--- src/rtl/pc_unit_pkg.sv ---
// Shared definitions for the program-counter / fetch-register stage:
// PC function encodings, NZCV bit positions and the fetch FSM states.
package pc_unit_pkg;

    // PC_FS encodings driven by the branch control unit
    localparam logic [1:0] PC_HOLD  = 2'b00;
    localparam logic [1:0] PC_PLUS4 = 2'b01;
    localparam logic [1:0] PC_IN    = 2'b10;
    localparam logic [1:0] PC_JUMP  = 2'b11;

    // Bit positions inside the 4-bit NZCV status register
    localparam int NZCV_N = 3;
    localparam int NZCV_Z = 2;
    localparam int NZCV_C = 1;
    localparam int NZCV_V = 0;

    // Fetch FSM: RUN fetches normally, WAIT freezes the PC until memory is ready
    typedef enum logic {
        ST_RUN  = 1'b0,
        ST_WAIT = 1'b1
    } fetch_state_e;

endpackage

--- src/rtl/pc_unit_branch_target_gen.sv ---
// branch_target_gen: PC-relative branch target, pc + (sign_extend(imm) << 2).
// imm26 = ir[25:0] (B/BL) or imm19 = ir[23:5] (CBZ/B.cond), chosen by i_imm_sel.
// Purely combinational; result wraps modulo 2^ADDR_W. Requires ADDR_W >= 28.
module branch_target_gen #(
    parameter int ADDR_W = 64
) (
    input  logic [ADDR_W-1:0] i_pc,
    input  logic [31:0]       i_ir,
    input  logic              i_imm_sel,
    output logic [ADDR_W-1:0] o_target
);

    logic [ADDR_W-1:0] w_imm26_ext;
    logic [ADDR_W-1:0] w_imm19_ext;
    logic [ADDR_W-1:0] w_offset;

    assign w_imm26_ext = {{(ADDR_W-26){i_ir[25]}}, i_ir[25:0]};
    assign w_imm19_ext = {{(ADDR_W-19){i_ir[23]}}, i_ir[23:5]};

    // Select the offset field, scale to a byte offset and add to the PC
    always_comb begin
        w_offset = i_imm_sel ? w_imm19_ext : w_imm26_ext;
        o_target = i_pc + (w_offset << 2);
    end

endmodule

--- src/rtl/pc_unit.sv ---
// pc_unit: PC register, instruction register, NZCV status register and a
// two-state fetch FSM that freezes the PC while instruction memory is not ready.
// Optional feature macro: PC_UNIT_MISALIGN_CHECK_EN -- when defined, a PC_IN
// load with pc_in[1:0] != 0 is word-aligned and raises the sticky o_misalign.
// Handshake: i_ir_load is a fetch request and i_mem_ready says i_instr is valid;
// a request without ready in RUN moves to WAIT, and the IR captures on the first
// cycle ready is seen (in RUN with the request, or in WAIT unconditionally).
module pc_unit
    import pc_unit_pkg::*;
#(
    parameter int                ADDR_W   = 64,
    parameter logic [ADDR_W-1:0] RESET_PC = '0
) (
    input  logic              clk,
    input  logic              rst_n,
    input  logic [1:0]        i_pc_fs,
    input  logic [ADDR_W-1:0] i_pc_in,
    input  logic              i_imm_sel,
    input  logic              i_ir_load,
    input  logic [31:0]       i_instr,
    input  logic              i_mem_ready,
    input  logic              i_status_load,
    input  logic [3:0]        i_status_in,
    output logic [ADDR_W-1:0] o_pc,
    output logic [ADDR_W-1:0] o_pc_link,
    output logic [31:0]       o_ir,
    output logic              o_ir_valid,
    output logic [3:0]        o_status,
    output logic              o_fetch_stall,
    output logic              o_misalign,
    output logic              o_dbg_state
);

    localparam logic [ADDR_W-1:0] PC_STEP = ADDR_W'(4);

    fetch_state_e      r_state;
    fetch_state_e      w_next_state;
    logic [ADDR_W-1:0] r_pc;
    logic [31:0]       r_ir;
    logic              r_ir_valid;
    logic [3:0]        r_status;
    logic              w_pc_upd;
    logic              w_ir_cap;
    logic [ADDR_W-1:0] w_pc_next;
    logic [ADDR_W-1:0] w_pc_link;
    logic [ADDR_W-1:0] w_target;
    logic [ADDR_W-1:0] w_pc_in_eff;

    branch_target_gen #(.ADDR_W(ADDR_W)) u_btg (
        .i_pc      (r_pc),
        .i_ir      (r_ir),
        .i_imm_sel (i_imm_sel),
        .o_target  (w_target)
    );

    assign w_pc_link = r_pc + PC_STEP;

`ifdef PC_UNIT_MISALIGN_CHECK_EN
    logic r_misalign;
    logic w_misalign_req;

    assign w_pc_in_eff    = {i_pc_in[ADDR_W-1:2], 2'b00};
    assign w_misalign_req = (i_pc_fs == PC_IN) && (i_pc_in[1:0] != 2'b00);

    // Sticky misalignment flag, set only when the PC actually takes the load
    always_ff @(posedge clk or negedge rst_n) begin
        if (!rst_n)
            r_misalign <= 1'b0;
        else if (w_pc_upd && w_misalign_req)
            r_misalign <= 1'b1;
    end

    assign o_misalign = r_misalign;
`else
    assign w_pc_in_eff = i_pc_in;
    assign o_misalign  = 1'b0;
`endif

    // FSM state register
    always_ff @(posedge clk or negedge rst_n) begin
        if (!rst_n)
            r_state <= ST_RUN;
        else
            r_state <= w_next_state;
    end

    // Next state, PC-update enable and IR-capture strobe
    always_comb begin
        w_next_state = r_state;
        w_pc_upd     = 1'b0;
        w_ir_cap     = 1'b0;
        case (r_state)
            ST_RUN: begin
                if (i_ir_load && !i_mem_ready) begin
                    w_next_state = ST_WAIT;
                end else begin
                    w_pc_upd = 1'b1;
                    w_ir_cap = i_ir_load;
                end
            end
            ST_WAIT: begin
                if (i_mem_ready) begin
                    w_next_state = ST_RUN;
                    w_ir_cap     = 1'b1;
                end
            end
            default: w_next_state = ST_RUN;
        endcase
    end

    // Next PC selected by the PC function
    always_comb begin
        w_pc_next = r_pc;
        case (i_pc_fs)
            PC_PLUS4: w_pc_next = w_pc_link;
            PC_IN:    w_pc_next = w_pc_in_eff;
            PC_JUMP:  w_pc_next = w_target;
            default:  w_pc_next = r_pc;
        endcase
    end

    // PC register, frozen whenever the FSM withholds the update
    always_ff @(posedge clk or negedge rst_n) begin
        if (!rst_n)
            r_pc <= RESET_PC;
        else if (w_pc_upd)
            r_pc <= w_pc_next;
    end

    // Instruction register and its sticky valid flag
    always_ff @(posedge clk or negedge rst_n) begin
        if (!rst_n) begin
            r_ir       <= '0;
            r_ir_valid <= 1'b0;
        end else if (w_ir_cap) begin
            r_ir       <= i_instr;
            r_ir_valid <= 1'b1;
        end
    end

    // NZCV status register, independent of the fetch FSM
    always_ff @(posedge clk or negedge rst_n) begin
        if (!rst_n)
            r_status <= 4'b0000;
        else if (i_status_load)
            r_status <= i_status_in;
    end

    assign o_pc          = r_pc;
    assign o_pc_link     = w_pc_link;
    assign o_ir          = r_ir;
    assign o_ir_valid    = r_ir_valid;
    assign o_status      = r_status;
    assign o_fetch_stall = (r_state == ST_WAIT);
    assign o_dbg_state   = r_state;

endmodule

--- config.mk ---
export PLATFORM = sky130hd
export DESIGN_NAME = pc_unit
export DESIGN_NICKNAME = d
export VERILOG_FILES = /design/src/rtl/pc_unit_pkg.sv /design/src/rtl/pc_unit_branch_target_gen.sv /design/src/rtl/pc_unit.sv
export SDC_FILE = /design/constraint.sdc
export NUM_CORES = 1
export LEC_CHECK = 0
export CAP_MARGIN = 30
export CORE_MARGIN = 3
export CORE_UTILIZATION = 35
export DETAILED_ROUTE_END_ITERATION = 10
export PLACE_DENSITY_LB_ADDON = 0.08
export REMOVE_ABC_BUFFERS = 1
export SLEW_MARGIN = 20
export SYNTH_ARGS = -nofsm -noshare
export SYNTH_HDL_FRONTEND = slang
export SYNTH_HIERARCHICAL = 1
export SYNTH_SLANG_ARGS = --single-unit
--- constraint.sdc ---
create_clock -name clk -period 7.7 [get_ports clk]
set_clock_uncertainty 0.15 [all_clocks]
set_input_delay 1.155 -clock clk [delete_from_list [all_inputs] [get_ports clk]]
set_output_delay 1.155 -clock clk [all_outputs]
set_load 0.02 [all_outputs]
# ---- After elaboration in Yosys (flattened, before gate mapping)
# Cells that the tools add are included.
dict set report word_totals {
  reg_bits 102
  inputBits 108
  elab_cells 25
}
dict set report classes {
  n_addsub 2
  eq_ne 3
  muxes 10
  bitwise 1
  reduce_logical 4
}
# cell n
set op_table {}
lappend op_table {{$pmux 64 s3} 1}
lappend op_table {{$add 64x3->64 const B} 1}
lappend op_table {{$add 64x64->64} 1}
lappend op_table {{$mux 62} 1}
lappend op_table {{$mux 1} 6}
lappend op_table {{$eq 2x2->1 const B} 2}
lappend op_table {{$pmux 1 s2} 2}
lappend op_table {{$reduce_bool 3->1} 1}
lappend op_table {{$eq 2x1->1 const B} 1}
lappend op_table {{$reduce_and 2->1} 1}
lappend op_table {{$logic_and 1x1->1} 1}
lappend op_table {{$logic_not 1->1} 1}
lappend op_table {{$not 1->1} 1}

# ---- Logic depth before layout (Yosys ltp)
# Gate-level depths: netlist (run 1).
dict set report logic_depth {
  word_depth 5
  ltp_mapped 17
  ltp_nobuf 15
}

# ---- Modules after synthesis
# The synthesis (run 1) kept the hierarchy.
# module instances cells_each area_each_um2 seq_area_each_um2
set by_module_without_submodules {}
lappend by_module_without_submodules {pc_unit 1 787 6929.1 2552.4}
lappend by_module_without_submodules {branch_target_gen 1 592 3993.8 0.0}

# ---- Worst setup path before layout (run 1)
# Ideal clock, no wire load.
dict set report synth_path {
  path_type {input to register}
  from {input port i_imm_sel}
  to {register r_pc[53], in the netlist o_pc[53]}
  setup_time_ns 0.132
  arrival_ns 6.242
  path_slack_ns 1.176
  stages 12
  cell_sequence {clkbuf_1 -> o21ai_0 -> ha_1 -> a21oi_1 -> o21ai_0 -> or2_2 -> o31a_1 -> a211o_1 -> a221o_1 -> xor2_1 -> a222oi_1 -> o2bb2ai_1}
}
dict set report synth_between {
  elab_chain_cells 3
}
# item line_no
set synth_rtl {}
lappend synth_rtl {{start, declared} pc_unit.sv:18} ;# input logic i_imm_sel,
lappend synth_rtl {{$mux 62} pc_unit_branch_target_gen.sv:22} ;# w_offset = i_imm_sel ? w_imm19_ext : w_imm26_ext;
lappend synth_rtl {{$add 64x64->64} pc_unit_branch_target_gen.sv:23} ;# o_target = i_pc + (w_offset << 2);
lappend synth_rtl {{named net w_target[53]} pc_unit.sv:46} ;# logic [ADDR_W-1:0] w_target;
lappend synth_rtl {{$pmux 64 s3} pc_unit.sv:114} ;# case (i_pc_fs)
lappend synth_rtl {{end signal, assigned} pc_unit.sv:127} ;# r_pc <= w_pc_next;
lappend synth_rtl {{end, declared} pc_unit.sv:38} ;# logic [ADDR_W-1:0] r_pc;
# The timed path passes the listed nets, and every way through them passes these cells.
# A chain may end at the register's enable or synchronous reset.

# ---- Final worst setup path (run 1)
dict set report layout_path {
  from {input port i_imm_sel}
  to {register r_pc[60], in the netlist o_pc[60]}
}
# The elaborated chain is that of the path after synthesis.

==> results of run 1 <==
[state kept, by name (all words and copies together) (netlist names)]
| signal | flops |
|---|---|
| o_pc | 64 |
| o_status | 4 |
| o_dbg_state | 1 |
| o_ir | 32 |
| o_ir_valid | 1 |
[synth_stat cells (5+ instances only)]
| library cell | instances | share of area |
|---|---|---|
| sky130_fd_sc_hd__a21oi_1 | 129 | 0.059 |
| sky130_fd_sc_hd__nor2_1 | 121 | 0.042 |
| sky130_fd_sc_hd__mux2i_1 | 27 | 0.025 |
| sky130_fd_sc_hd__a221oi_1 | 7 | 0.0056 |
| sky130_fd_sc_hd__nand3_1 | 44 | 0.020 |
| sky130_fd_sc_hd__xor2_1 | 51 | 0.041 |
| sky130_fd_sc_hd__xnor2_1 | 65 | 0.052 |
| sky130_fd_sc_hd__o22ai_1 | 10 | 0.0057 |
| sky130_fd_sc_hd__clkbuf_1 | 58 | 0.020 |
| sky130_fd_sc_hd__buf_1 | 5 | 0.0017 |
| sky130_fd_sc_hd__nor2b_1 | 11 | 0.0063 |
| sky130_fd_sc_hd__nand4_1 | 30 | 0.017 |
| sky130_fd_sc_hd__nand2_1 | 121 | 0.042 |
| sky130_fd_sc_hd__inv_1 | 43 | 0.015 |
| sky130_fd_sc_hd__nor4_1 | 9 | 0.0052 |
| sky130_fd_sc_hd__a221o_1 | 7 | 0.0064 |
| sky130_fd_sc_hd__o21bai_1 | 12 | 0.0082 |
| sky130_fd_sc_hd__o211ai_1 | 6 | 0.0041 |
| sky130_fd_sc_hd__buf_4 | 7 | 0.0048 |
| sky130_fd_sc_hd__dfrtp_1 | 102 | 0.23 |
| sky130_fd_sc_hd__o21ai_0 | 102 | 0.047 |
| sky130_fd_sc_hd__o2bb2ai_1 | 12 | 0.0096 |
| sky130_fd_sc_hd__o31ai_1 | 6 | 0.0041 |
| sky130_fd_sc_hd__or4_1 | 5 | 0.0034 |
| sky130_fd_sc_hd__a22o_1 | 18 | 0.014 |
| sky130_fd_sc_hd__buf_2 | 8 | 0.0037 |
| sky130_fd_sc_hd__a22oi_1 | 9 | 0.0062 |
| sky130_fd_sc_hd__mux2_2 | 62 | 0.064 |
| sky130_fd_sc_hd__and4_1 | 11 | 0.0088 |
| sky130_fd_sc_hd__o21a_1 | 14 | 0.0096 |
| sky130_fd_sc_hd__and3_1 | 12 | 0.0069 |
| sky130_fd_sc_hd__a2bb2oi_1 | 6 | 0.0048 |
| sky130_fd_sc_hd__o22a_1 | 8 | 0.0064 |
| sky130_fd_sc_hd__and2_1 | 14 | 0.0080 |
| sky130_fd_sc_hd__a21o_1 | 27 | 0.019 |
| sky130_fd_sc_hd__a211oi_1 | 11 | 0.0076 |
| sky130_fd_sc_hd__ha_1 | 62 | 0.071 |
| sky130_fd_sc_hd__a31oi_1 | 14 | 0.0080 |
| sky130_fd_sc_hd__nor3_1 | 39 | 0.018 |
| sky130_fd_sc_hd__nand2b_1 | 6 | 0.0034 |
| sky130_fd_sc_hd__o31a_1 | 5 | 0.0040 |
[final timing paths]
path | end | depth (start not counted)
setup / recovery | o_pc[60]$_DFFE_PN0P_ | 15
hold / removal | o_ir_valid$_DFFE_PN0P_ | 1
setup reg to reg | o_pc[57]$_DFFE_PN0P_ | 13
hold reg to reg | o_ir_valid$_DFFE_PN0P_ | 1
max in group asynchronous | o_pc[6]$_DFFE_PN0P_ | 3
min in group asynchronous | o_status[3]$_DFFE_PN0P_ | 1
[area by class of cell]
cell class | instances | area [um2]
Clock buffer | 9 | 225
Inverter | 43 | 161
Clock inverter | 7 | 63.8
Multi-Input combinational cell | 1154 | 7890
Sequential cell | 102 | 2550
Tap cell | 396 | 495
Fill cell | 3118 | 16400
Timing Repair Buffer | 288 | 2870
[per-layer routing]
layer	up-vias	GRT usage	part of all wire
li1	5530	-	-
met1	5607	0.372	0.47
met2	423	0.406	0.45
met3	44	0.0433	0.065
met4	2	0.0472	0.016
met5	-	0	0.00029
[where the power goes]
part           internal (mW)  switching, mW  total (mW)  leakage (nW)
registers              0.687          0.393        1.08          1.18
clock network          0.230          0.277       0.506         0.142
logic                   1.58           2.05        3.63          4.42
[kinds of logic after synthesis]
logic type / after synthesis
other cells: 1
compound gates: 438
fa+ha+maj: 63
mux: 89
buf+inv: 123
flops: 102
simple gates: 447
xor+xnor: 116
==> impl_metrics.tcl, run 1 <==
set metrics [dict create \
    timing.reg2reg.setup_slack_ns 3.24 \
    timing.max_slew.rel_slack 0.375 \
    crit_path_cell_trace "clkdlybuf4s50_1 > buf_4 > mux2_2 > ha_1 > and2_2 > nand3_1 > a2111o_1 > a2111oi_4 > o2111ai_2 > a211oi_2 > a31oi_1 > xnor2_1 > a221o_1 > o21ai_0 > o21ai_1" \
    detail_route.drc_violations 0 \
    post_synth_mux_area_share 0.0887 \
    ys_ff_latch 102 \
    most-common-layout-cells "sky130_fd_sc_hd__clkdlybuf4s50_1, sky130_fd_sc_hd__a21oi_1, sky130_fd_sc_hd__nand2_1, sky130_fd_sc_hd__nor2_1, sky130_fd_sc_hd__dfrtp_1" \
    p_r_area_growth_vs_syn_pct 30.6 \
    crit_path_max_incr_delay_ns 0.86 \
    crit_start "i_imm_sel" \
    detail_route.first_pass.iterations 5 \
    combined_area_of_all_synthesized_cells_mm2 0.0109 \
    min_period_ns 5.78 \
    place_worst_setup_slack_ns 1.65 \
    ir_worst_vdd_mv 0.175 \
    row_count 64 \
    initial_core_util 0.356 \
    diodes_inserted 0 \
    timing.critical_path.fanout_max 16 \
    maxCapViolations 0 \
    power-per-cell-area_mw_per_mm2 366 \
    setup_viol_count_final 0 \
    coreArea_mm2 0.0307 \
    post-cts-setup-buffer-count 0 \
    grt_start_max_net_pins 76 \
    grt_pass1_wl_mm 68.0 \
    gp_congestion 0.898 \
    clk_pin_slew_worst_paths_ns 0.09 \
    async_reset_ff_frac 1.00 \
    viasPerCell 5.81 \
    holdCritPathClass "flop to flop" \
    timing.critical_path.max_delay_family "compound AO/OA/AOI/OAI gates" \
    worstSetupStartpointType "primary input" \
    avgSynthCellArea_um2 7.92 \
    slowest_stage "sky130_fd_sc_hd__clkdlybuf4s50_1" \
    synth-edff-count 0 \
    clkLatencyLatePin_ns 0.37 \
    cts-hold-fix-buffers 0 \
    worstMarginPinSlew_ns 0.938 \
    dominant_combinational_cell_family_by_area_after_synthesis "compound AO/OA/AOI/OAI gates" \
    stdcell_area_mm2 0.0143 \
    drtIter0Drc 881 \
    post_synth_and_or_nand_nor_area_fraction 0.202 \
    fraction_of_the_mapped_netlist_area_in_adder_cells 0.0729 \
    finish.net_count 1769 \
    first_global_vias 11205 \
    ctsHtreeMaxLevel 3 \
    yosysWarningCount 6 \
    achievable_clock_frequency_mhz 173 \
    post-layout-total-power_mw 5.22 \
    chipHeight_um 183 \
    die_area_mm2 0.0334 \
    seq_area_frac_synth 0.234 \
    globalRoute.totalOverflow 0 \
    antenna_found_initial 1 \
    cp_num_buf_inv 2 \
    die-width_um 183 \
    final-hold-violation-count 0 \
    cellLeakagePower_nw 5.74 \
    grtUsageTotal 0.257 \
    ctsResizeCount 0 \
    synth_xor_area_frac 0.0930 \
    ant_nets 0 \
    finalCoreUtilization 0.465 \
    criticalPathCategory "primary input to flop" \
    clock-sinks 102 \
    port-buffer-count 274 \
    outcome "finished clean" \
    post_drt_wl_per_cell_um 22.1 \
    max-clock-path-buffers 2 \
    half_perimeter_wire_length_after_detailed_placement_mm 33.1 \
    required_ns 7.79 \
    top_level_ports 276 \
    post_route_cells_drive_above_1_share 0.0799 \
    cts_buffers 9 \
    regToRegStartpoint "o_ir[25]$_DFFE_PN0P_" \
    worst_slack_ns 1.92 \
    number_of_cells_in_the_design_after_placement 1982 \
    ys.flop_type "sky130_fd_sc_hd__dfrtp_1" \
    cts_tree "built" \
    layout_commonest_cell "sky130_fd_sc_hd__clkdlybuf4s50_1" \
    root_buffer "sky130_fd_sc_hd__clkbuf_16" \
    hold_crit_start "o_ir_valid$_DFFE_PN0P_" \
    end_kind "flop" \
    timing.setup.tns_ns 0 \
    final-max-slew-violation-count 0 \
    route.vias.total 11606 \
    critPathArrivalTime_ns 5.87 \
    timing.hold.ws_ns 0.331 \
    timing.final.crit_share 0.751 \
    detailed_place.area_mm2 0.0139 \
    number_of_different_library_cells_in_the_post_synthesis_netlist 83 \
    grt_setup_unrepaired "no" \
    totalWireLength_mm 44.2 \
    finish.cell_count_without_fillers 1999 \
    synth_compound_gate_area_share 0.263 \
    synth_cells 1379 \
]
Power figures use the tool's default switching activity.
==> run 2: changes to the inputs <==
clock period = 4.6 ns   (was 7.7 ns; I/O delays follow)
==> run 2 against run 1 <==
Effect of this change: critical path depth fell by 8; total power rose by 96%; clock power rose by 80%; die area did not move; count of clock-buffer cells in the layout did not move; sequential power rose by 56%; non-clock buffer count rose by 245; global-route usage rose by 1.9 points; sequential share of layout area fell by 2.2 points.
==> impl_metrics.tcl, run 2 (same netlist as run 1, synthesis figures left out) <==
set metrics [dict create \
    outcome "finished clean" \
    clk_pin_slew_worst_paths_ns 0.09 \
    holdCritPathClass "primary input to asynchronous set/reset pin" \
    viasPerCell 5.62 \
    clock-sinks 102 \
    grt_start_max_net_pins 55 \
    grtUsageTotal 0.276 \
    finish.cell_count_without_fillers 2244 \
    finish.net_count 2014 \
    antenna_found_initial 0 \
    detail_route.drc_violations 0 \
    row_count 64 \
    timing.setup.tns_ns 0 \
    die-width_um 183 \
    half_perimeter_wire_length_after_detailed_placement_mm 36.7 \
    globalRoute.totalOverflow 0 \
    crit_path_cell_trace "and4_1 > and4_1 > nand2_4 > or4_4 > nor2_1 > xor2_1 > clkdlybuf4s50_1" \
    worst-r2r-cell-count 15 \
    final-hold-violation-count 0 \
    criticalPathCategory "flop to primary output" \
    crit_path_max_incr_delay_ns 0.65 \
    post_drt_wl_per_cell_um 20.9 \
    route.vias.total 12604 \
    crit_path_frequent_cell "sky130_fd_sc_hd__and4_1" \
    top_level_ports 276 \
    worstMarginPinSlew_ns 0.708 \
    cellLeakagePower_nw 6.98 \
    end_kind "primary output" \
    cts_buffers 9 \
    power-per-cell-area_mw_per_mm2 629 \
    flip_flop_count_of_the_largest_register_all_copies_and_words_added 64 \
    root_buffer "sky130_fd_sc_hd__clkbuf_16" \
    drtIter0Drc 871 \
    cts_tree "built" \
    achievable_clock_frequency_mhz 225 \
    post_route_cells_drive_above_1_share 0.207 \
    layout_commonest_cell "sky130_fd_sc_hd__clkdlybuf4s50_1" \
    ant_nets 0 \
    timing.max_slew.rel_slack 0.528 \
    timing.critical_path.fanout_max 8 \
    detail_route.first_pass.iterations 5 \
    ir_worst_vdd_mv 0.323 \
    initial_core_util 0.356 \
    setup_viol_count_final 0 \
    totalWireLength_mm 47.0 \
    ctsHtreeMaxLevel 3 \
    gp_congestion 0.944 \
    grt_pass1_wl_mm 72.7 \
    grt_setup_unrepaired "no" \
    die_area_mm2 0.0334 \
    p_r_area_growth_vs_syn_pct 48.7 \
    critPathArrivalTime_ns 3.60 \
    coreArea_mm2 0.0307 \
    final-max-slew-violation-count 0 \
    first_global_vias 12373 \
    port-buffer-count 274 \
    worstSetupStartpointType "flop" \
    maxCapViolations 0 \
    min_period_ns 4.44 \
    timing.final.crit_share 0.966 \
    cts-hold-fix-buffers 0 \
    clkLatencyLatePin_ns 0.38 \
    max-clock-path-buffers 2 \
    slowest_stage "sky130_fd_sc_hd__clkdlybuf4s50_1" \
    diodes_inserted 0 \
    number_of_cells_in_the_design_after_placement 2224 \
    chipHeight_um 183 \
    most-common-layout-cells "sky130_fd_sc_hd__clkdlybuf4s50_1, sky130_fd_sc_hd__buf_4, sky130_fd_sc_hd__a21oi_1, sky130_fd_sc_hd__nand2_1, sky130_fd_sc_hd__nor2_1" \
    required_ns 3.76 \
]
## run 2: worst paths after layout
path	start	to	slack, ns
min	rst_n	o_status[0]$_DFFE_PN0P_	0.18
max	o_pc[10]$_DFFE_PN0P_	o_pc_link[45]	0.16
max in group asynchronous	rst_n	o_pc[31]$_DFFE_PN0P_	3.16
min in group clk	o_ir_valid$_DFFE_PN0P_	o_ir_valid$_DFFE_PN0P_	0.32
min reg2reg	o_ir_valid$_DFFE_PN0P_	o_ir_valid$_DFFE_PN0P_	0.32
max reg2reg	o_ir[5]$_DFFE_PN0P_	o_pc[60]$_DFFE_PN0P_	0.36
## run 2: layout make-up
class | count | area [um2]
Sequential cell | 102 | 2550
Tap cell | 396 | 495
Timing Repair Buffer | 533 | 4730
Clock buffer | 9 | 225
Inverter | 43 | 161
Fill cell | 3023 | 14400
Clock inverter | 7 | 97.6
Multi-Input combinational cell | 1154 | 7980
## run 2: per-layer routing
layer / up-vias / track usage / share of wire
met4: 0 / 0.0798 / 0.028
met5: - / 0 / 0
met1: 6023 / 0.384 / 0.46
met3: 73 / 0.0548 / 0.071
li1: 6013 / - / -
met2: 495 / 0.434 / 0.45
## run 2: metrics by stage
| stage | cell area [um2] | setup WS [ns] | hold slack, ns | util | power (mW) |
|---|---|---|---|---|---|
| after floorplan | 10600 | -1.45 | 0.244 | - | 5.49 |
| after global placement | 15800 | -0.462 | 0.307 | 0.514 | 9.17 |
| after detailed placement | 15800 | -0.546 | 0.308 | 0.515 | 9.19 |
| after CTS | 16200 | -0.00612 | 0.208 | 0.527 | 10.2 |
| after global routing | 16200 | 0.0217 | 0.227 | 0.530 | 10.9 |
| final | 16200 | 0.158 | 0.182 | 0.530 | 10.2 |
## run 2: what timing repair did
item	CTS	global route
endpoints found under the setup margin	9	25
cloned	0	1
pin swaps	2	7
setup buffers	1	1
gates resized for setup	5	11
## run 2: worst max-delay path: cells and delay by family (launching register included)
family	cells	cell delay (ns)
XOR/XNOR	1	0.18
buffers and inverters	1	0.65
flip-flops	1	0.51
AND/OR/NAND/NOR	5	1.87
## run 2: where the power goes
group	internal, mW	switching, mW
clock	0.445	0.467
combinational	3.74	3.89
sequential	1.15	0.524
total	5.34	4.89
==> patch, RTL diff (config.mk and constraints of run 1) <==
`ADDR_W` is set to 64 in 2 places; all go to 32.
--- a/src/rtl/pc_unit_branch_target_gen.sv
+++ b/src/rtl/pc_unit_branch_target_gen.sv
@@ -2,7 +2,7 @@
 // imm26 = ir[25:0] (B/BL) or imm19 = ir[23:5] (CBZ/B.cond), chosen by i_imm_sel.
 // Purely combinational; result wraps modulo 2^ADDR_W. Requires ADDR_W >= 28.
 module branch_target_gen #(
-    parameter int ADDR_W = 64
+    parameter int ADDR_W = 32
 ) (
     input  logic [ADDR_W-1:0] i_pc,
     input  logic [31:0]       i_ir,
--- a/src/rtl/pc_unit.sv
+++ b/src/rtl/pc_unit.sv
@@ -8,7 +8,7 @@
 module pc_unit
     import pc_unit_pkg::*;
 #(
-    parameter int                ADDR_W   = 64,
+    parameter int                ADDR_W   = 32,
     parameter logic [ADDR_W-1:0] RESET_PC = '0
 ) (
     input  logic              clk,
Interface: changed (resized i_pc_in, o_pc and o_pc_link); port bits go from 276 to 180. No check against the original RTL was run, so the function may have changed too.
==> patch against run 1 <==
Non-clock buffer count shrank 102. Hold slack better by 0.0087 ns. Die area shrank 41%. First-iteration DRC count shrank 68%. Final area fell by 40%. Fmax is 17% higher. Total power is 44% lower. Setup slack improved by 0.83 ns. Sequential cell count down 32. Wire length is 50% lower. Synthesized cell count down 47%. Count of clock-buffer cells in the layout unchanged. Area after synthesis shrank 42%.
==> patch: results (changes against run 1) <==
[global_routing]
grt_max_degree = 43  ; was 76
antenna_found_initial = 0  ; was 1
grt.met3_usage_pct = 3.969  ; was 4.325%
use_met2_pct = 37.53  ; was 40.59%
grt_pass1_vias = 6272  ; was 11210

[placed_design]
io_buffers = 178  ; was 274
preCtsSetupSlack_ns = 2.142  ; was 1.648 ns
place_area_um2 = 8195  ; was 13950 um^2
hpwl_mm = 16.95  ; was 33.14 mm
globalplace.congestion = 0.8724  ; was 0.8977

[drt]
wl_per_cell_um = 20.25  ; was 22.09 um
wl_met2_mm = 10.72  ; was 19.88 mm
dr.pass1.iters = 7  ; was 5
wirelength_met1_mm = 9.721  ; was 20.68 mm
vias_per_cell = 5.620  ; was 5.806
dr.max_layer_used = met4  ; was met5
drt_iter0_drc = 283  ; was 881
wl_met3_mm = 1.205  ; was 2.869 mm

[finish]
buffers = 186  ; was 288
nFlopsAndLatches = 70  ; was 102
inv_count = 28  ; was 43
register_area_um2 = 1752  ; was 2552 um^2
multi_input_area_share_pct = 49.09  ; was 55.33%
fin_nets = 969  ; was 1769
clkCellAreaFrac_pct = 4.036  ; was 2.026%
fill_cells = 1724  ; was 3118
buffer_area_share_pct = 21.88  ; was 20.15%
drive_above_1_share_pct = 14.88  ; was 7.985%
diodes = 0  ; unchanged

[worst_setup_path]
critPathMaxStageDelay_ns = 0.81  ; was 0.86 ns
r2r-start = o_ir[5]  ; was o_ir[25]
crit_path_end = o_pc[28]  ; was o_pc[60]
crit_fanout = 17  ; was 16
r2r_end = o_pc[28]  ; was o_pc[57]
r2r_cells = 14  ; was 13
r2r_slack_ns = 4.15  ; was 3.24 ns

[sta]
fin_hold_ws_ns = 0.3396  ; was 0.3308 ns
max_freq_mhz = 202.0  ; was 172.9 MHz
worst_pin_slew_ns = 0.9089  ; was 0.9379 ns

[clocking]
clkTransAtPathRegs_ns = 0.06  ; was 0.09 ns
clock_latency_ns = 0.34  ; was 0.37 ns
htree_levels = 3  ; unchanged

[power_and_ir_drop]
internal_power_uw = 1571  ; was 2497 uW
peakVddDrop_v = 0.0002010  ; was 0.0001748 V
power.leakage_uw = 0.003492  ; was 0.005738 uW

[synthesis]
seq_area_frac_synth_pct = 27.58  ; was 23.37%
yosys-top-cells-area = dfrtp_1 (28%), mux2_2 (11%), ha_1 (5.9%)  ; was dfrtp_1 (23%), ha_1 (7.1%), mux2_2 (6.4%)
synth_common_cells = dfrtp_1 (70), mux2_2 (64), a21oi_1 (54)  ; was a21oi_1 (129), nand2_1 (121), nor2_1 (121)

[status]
outcome = completed  ; unchanged

-- patch: through the flow --
step                      utilization (%)  instances
after floorplan                         -        665
after global placement              46.43       1072
after detailed placement            46.73       1075
after CTS                           48.70       1091
after global routing                48.79       1092
final                               48.79       1092
-- patch: power groups by stage --
stage,Sequential [uW],Combinational (uW),Clock (uW)
floorplan,707,1020,0
global placement,681,1740,0
detailed placement,681,1740,0
CTS,675,1750,502
global route,694,1890,521
finish,672,1750,497
-- patch: cells by family (layout without fill, tap and decap cells) --
family | Yosys count | in the layout | synth area share, %
and+or+nand+nor | 207 | 207 | 17.23
AOI/OAI and AO/OA | 194 | 194 | 21.10
buffers and inverters | 87 | 230 | 6.480
muxes | 81 | 81 | 14.02
DFF | 70 | 70 | 27.58
xor gates and xnor gates | 53 | 53 | 7.308
adders and majority gates | 31 | 31 | 6.224
other | 1 | 1 | 0.05903
